`src/rtl/serial_adder_pkg.sv`:
```
// Shared definitions for the bit-serial adder: FSM encoding, default width
// and the counter-width helper.
package serial_adder_pkg;

  typedef enum logic [1:0] {
    S_IDLE = 2'd0,
    S_RUN  = 2'd1,
    S_DONE = 2'd2
  } state_t;

  localparam int DEFAULT_WIDTH = 8;

  // ceil(log2(width)), never less than one bit
  function automatic int cnt_width(input int width);
    int w;
    w = 1;
    for (int i = 1; i < 32; i++) begin
      if ((1 << w) < width) w = w + 1;
    end
    return w;
  endfunction

endpackage

```
`src/rtl/serial_adder_full_adder.sv`:
```
// Single-bit full adder cell shared with the ripple-carry adder.
module fullAdder (
  input  logic a,
  input  logic b,
  input  logic in,
  output logic s,
  output logic c
);

  assign s = a ^ b ^ in;
  assign c = (a & b) | (a & in) | (b & in);

endmodule

```
`src/rtl/serial_adder.sv`:
```
// Bit-serial adder: one full adder cell and a carry register add two
// WIDTH-bit operands LSB-first, one bit per clock.
import serial_adder_pkg::*;

module serial_adder #(
  parameter int WIDTH = DEFAULT_WIDTH
) (
  input  logic             clk,
  input  logic             rst,
  input  logic             start,
  input  logic [WIDTH-1:0] a,
  input  logic [WIDTH-1:0] b,
  input  logic             cin,
  output logic [WIDTH-1:0] sum,
  output logic             cout,
  output logic             busy,
  output logic             done
);

  localparam int CNT_W = cnt_width(WIDTH);
  localparam logic [CNT_W-1:0] LAST_BIT = CNT_W'(WIDTH - 1);

  state_t           state_reg;
  logic [WIDTH-1:0] sa_reg;
  logic [WIDTH-1:0] sb_reg;
  logic [WIDTH-1:0] acc_reg;
  logic [WIDTH-1:0] sum_reg;
  logic             carry_reg;
  logic             cout_reg;
  logic [CNT_W-1:0] cnt_reg;
  logic             fa_s;
  logic             fa_c;

  fullAdder u_fa (
    .a  (sa_reg[0]),
    .b  (sb_reg[0]),
    .in (carry_reg),
    .s  (fa_s),
    .c  (fa_c)
  );

  always_ff @(posedge clk) begin
    if (rst) begin
      state_reg <= S_IDLE;
      sa_reg    <= '0;
      sb_reg    <= '0;
      acc_reg   <= '0;
      sum_reg   <= '0;
      carry_reg <= 1'b0;
      cout_reg  <= 1'b0;
      cnt_reg   <= '0;
    end else begin
      case (state_reg)
        S_IDLE, S_DONE: begin
          // DONE accepts a new request like IDLE so ops can run back-to-back
          if (start) begin
            sa_reg    <= a;
            sb_reg    <= b;
            carry_reg <= cin;
            cnt_reg   <= '0;
            state_reg <= S_RUN;
          end else begin
            state_reg <= S_IDLE;
          end
        end
        S_RUN: begin
          sa_reg    <= sa_reg >> 1;
          sb_reg    <= sb_reg >> 1;
          acc_reg   <= {fa_s, acc_reg[WIDTH-1:1]};
          carry_reg <= fa_c;
          if (cnt_reg == LAST_BIT) begin
            // acc holds the lower WIDTH-1 result bits; the MSB is this cycle's sum
            sum_reg   <= {fa_s, acc_reg[WIDTH-1:1]};
            cout_reg  <= fa_c;
            state_reg <= S_DONE;
          end else begin
            cnt_reg <= cnt_reg + 1'b1;
          end
        end
        default: state_reg <= S_IDLE;
      endcase
    end
  end

  assign sum  = sum_reg;
  assign cout = cout_reg;
  assign busy = (state_reg == S_RUN);
  assign done = (state_reg == S_DONE);

endmodule
```
`config.mk`:
```
export PLATFORM = sky130hd
export DESIGN_NAME = serial_adder
export DESIGN_NICKNAME = d
export VERILOG_FILES = /design/src/rtl/serial_adder_pkg.sv /design/src/rtl/serial_adder_full_adder.sv /design/src/rtl/serial_adder.sv
export SDC_FILE = /design/constraint.sdc
export NUM_CORES = 1
export LEC_CHECK = 0
export CAP_MARGIN = 20
export CORE_MARGIN = 4
export CORE_UTILIZATION = 39
export DETAILED_ROUTE_END_ITERATION = 10
export GPL_TIMING_DRIVEN = 0
export PLACE_DENSITY = 0.6
export SYNTH_ARGS = -nofsm -noshare
export SYNTH_HDL_FRONTEND = slang
export SYNTH_SLANG_ARGS = --single-unit
```
`constraint.sdc`:
```
create_clock -name clk -period 1.5 [get_ports clk]
set_input_delay 0.15 -clock clk [delete_from_list [all_inputs] [get_ports clk]]
set_output_delay 0.15 -clock clk [all_outputs]
set_load 0.1 [all_outputs]
```
==> run metrics <==
status completed; DRC 0; clk_lat worst skew between 0.2 and 0.3 ns; crit path DAT 1.57 ns; Die Wd about 70 microns; WS Path Type reg -> reg; worst r2r path cells 5; CTS tree done; ratio of final minimum period to clock period 0.951; Clock transition at path regs ~0.070 ns; Max Fanout on Critical Path 4; register-to-register path setup slack ~0.073 ns; Synth cell types 18; R2R Path End cnt_reg[0]; Starting Density 0.408; vias in the first global route roughly 1400; Layout Utilization 0.547; PwrDens just over 1000 mW/mm^2; Clock Skew ~0.0055 ns; DP Area approximately 0.0019 sq mm; post-synthesis sequential element count 38; Post-Syn Instances 188; P_sw 0.510 mW; Final Max Tran Viols 0; critical path startpoint category flip-flop; Worst Hold Endpoint sum[0]; die height around 70 microns; final-report hold violation count 0; GRT Util Overall 0.150; top-level port count 31; nets@finish ~250; f_max 701 MHz; antenna-violating nets left 0; CTS Hold Bufs 0; # Max-Cap Violations 0; hold path start rst; GRT overflow 0; vias per cell a little over 5; Slew headroom 0.639; largest net degree at the start of global routing 11; RR Startpoint cnt_reg[0]; Switching Share 0.249; Port Buffers 29; CP endpoint kind flip-flop; Hold Crit Class in -> reg; antenna cells 0; DRT iter0 DRCs a little under 70; # H-tree levels 2; Num CTS Buffers 5; clock share of power 0.329; RSZ-0062 raised after global routing yes; leakage 0.737 nW; Layout fillers between 300 and 400; CP required 1.65 ns; Post-Synthesis Cell Area 0.00152 sq mm; number of warning messages in the yosys log 0; ratio of cells with drive above 1 in the final layout 0.172; root buf cell clkbuf_8; number of instances in the placed design between 200 and 300; area growth from synthesis to layout 34.2%; Final Critical Period around 1.4 ns; sequential fraction of the synthesis area 0.502; Gate power share 0.137; Min Hold Slack slightly below 0.3 ns; Die ar. between 0.004 and 0.005 sq mm; post-route design area between 0.002 and 0.0025 sq mm; drt pass-1 iters 4; Cell Rows 22; post-synth top area cell dfxtp_1; Final Setup Violations 0; CP Launch Point cnt_reg[0]; WL final approximately 3500 microns; first-pass GRT wire length a little under 6000 microns; Cell Int Power 1.54 mW; initial antenna violation count 0; GP Congestion around 0.79; most common cell after layout, fill and taps aside nand2_1; Synth area leaders dfxtp_1, nand2_1, a311oi_1, a21oi_1, nand3_1; Max VDD drop approximately 570 uV; count of non-filler cells in the finished layout about 280; sequential group share of total power 0.534; clk buf depth 2; clk sinks 38; Mapped Nets between 200 and 250; Cells on Worst Hold Path 2; routed wire length per instance 12.7 microns; DP HPWL ~2500 microns; routed vias between 1000 and 1500; Core Box Area between 0.003 and 0.004 sq mm; Worst-Margin Slew ~0.54 ns; Avg Synthesized Cell Area 8.07 sq um; top-area cell type share of the netlist area 0.502; commonest cells after routing, fill and taps aside nand2_1, dfxtp_1, a21oi_1
## kinds of logic after synthesis
logic type | Yosys count | share of synthesized area
DFF | 38 | 0.502
and+or+nand+nor | 95 | 0.263
AOI/OAI and AO/OA | 37 | 0.159
buffers and inverters | 15 | 0.0462
adders and majority gates | 3 | 0.0297
## through the flow
stage	setup WS [ns]	setup TNS, ns	total power [mW]
after floorplan	0.0583	0	1.28
after global placement	-0.777	-2.24	1.38
after detailed placement	-0.793	-3.08	1.38
after CTS	0.0157	0	2.07
after global routing	-0.0175	-0.0294	2.15
final	0.0732	0	2.05
## synthesized netlist by cell type
library cell and instances:
nand2_1 57, dfxtp_1 38, a21oi_1 22, nor2_1 16
a311oi_1 15, nand3_1 14, buf_2 8, clkbuf_1 4
nand2b_1 3, ha_1 2, nor2b_1 2, buf_1 1
buf_4 1, clkinv_1 1, fa_1 1, nand3b_1 1
nor3b_1 1, or3b_1 1
## routing by layer
layer  vias to the layer above  part of all wire  track usage
met5                         -                 0            0
met1                       654              0.45        0.179
met3                         7             0.057       0.0561
met2                        37              0.47        0.240
met4                         0             0.018       0.0638
li1                        717                 -            -
## how the worst max path moves through the flow
| stage | depth (start not counted) | slack (ns) | endpoint |
|---|---|---|---|
| after floorplan | 5 | 0.06 | cout |
| after global placement | 4 | -0.78 | busy |
| after detailed placement | 4 | -0.79 | busy |
| after CTS | 4 | 0.02 | busy |
| after global routing | 5 | -0.02 | cnt_reg[0] |
| final | 5 | 0.07 | cnt_reg[0] |
## layout make-up
| cell class | instances | area (sq um) | share of cell area |
|---|---|---|---|
| clock buffer | 6 | 82.6 | 0.0406 |
| timing repair buffer | 33 | 338 | 0.166 |
| inverter | 1 | 5.00 | 0.00246 |
| sequential | 38 | 764 | 0.376 |
| buffer | 14 | 78.8 | 0.0387 |
| tap | 48 | 60.1 | 0.0295 |
| multi-input combinational | 135 | 706 | 0.347 |
## critical path, stage by stage, from the launching register on
cell	delay, ns
dfxtp_2	0.32
ha_1	0.19
ha_2	0.18
or3b_1	0.41
nand3_1	0.12
a21oi_1	0.06
## what timing repair did
item / in CTS / in global routing
resized for setup: 46 / 10
buffers inserted: 2 / 1
gates cloned: 0 / 1
setup endpoints to repair: 20 / 13
pin swaps: 0 / 1
## power groups by stage
stage	logic [mW]	clock network [mW]	registers [mW]
after floorplan	0.174	0	1.11
after global placement	0.263	0	1.11
after detailed placement	0.268	0	1.12
after CTS	0.279	0.695	1.09
after global routing	0.315	0.733	1.10
final	0.281	0.674	1.10
(Power assumes the default switching activity.)
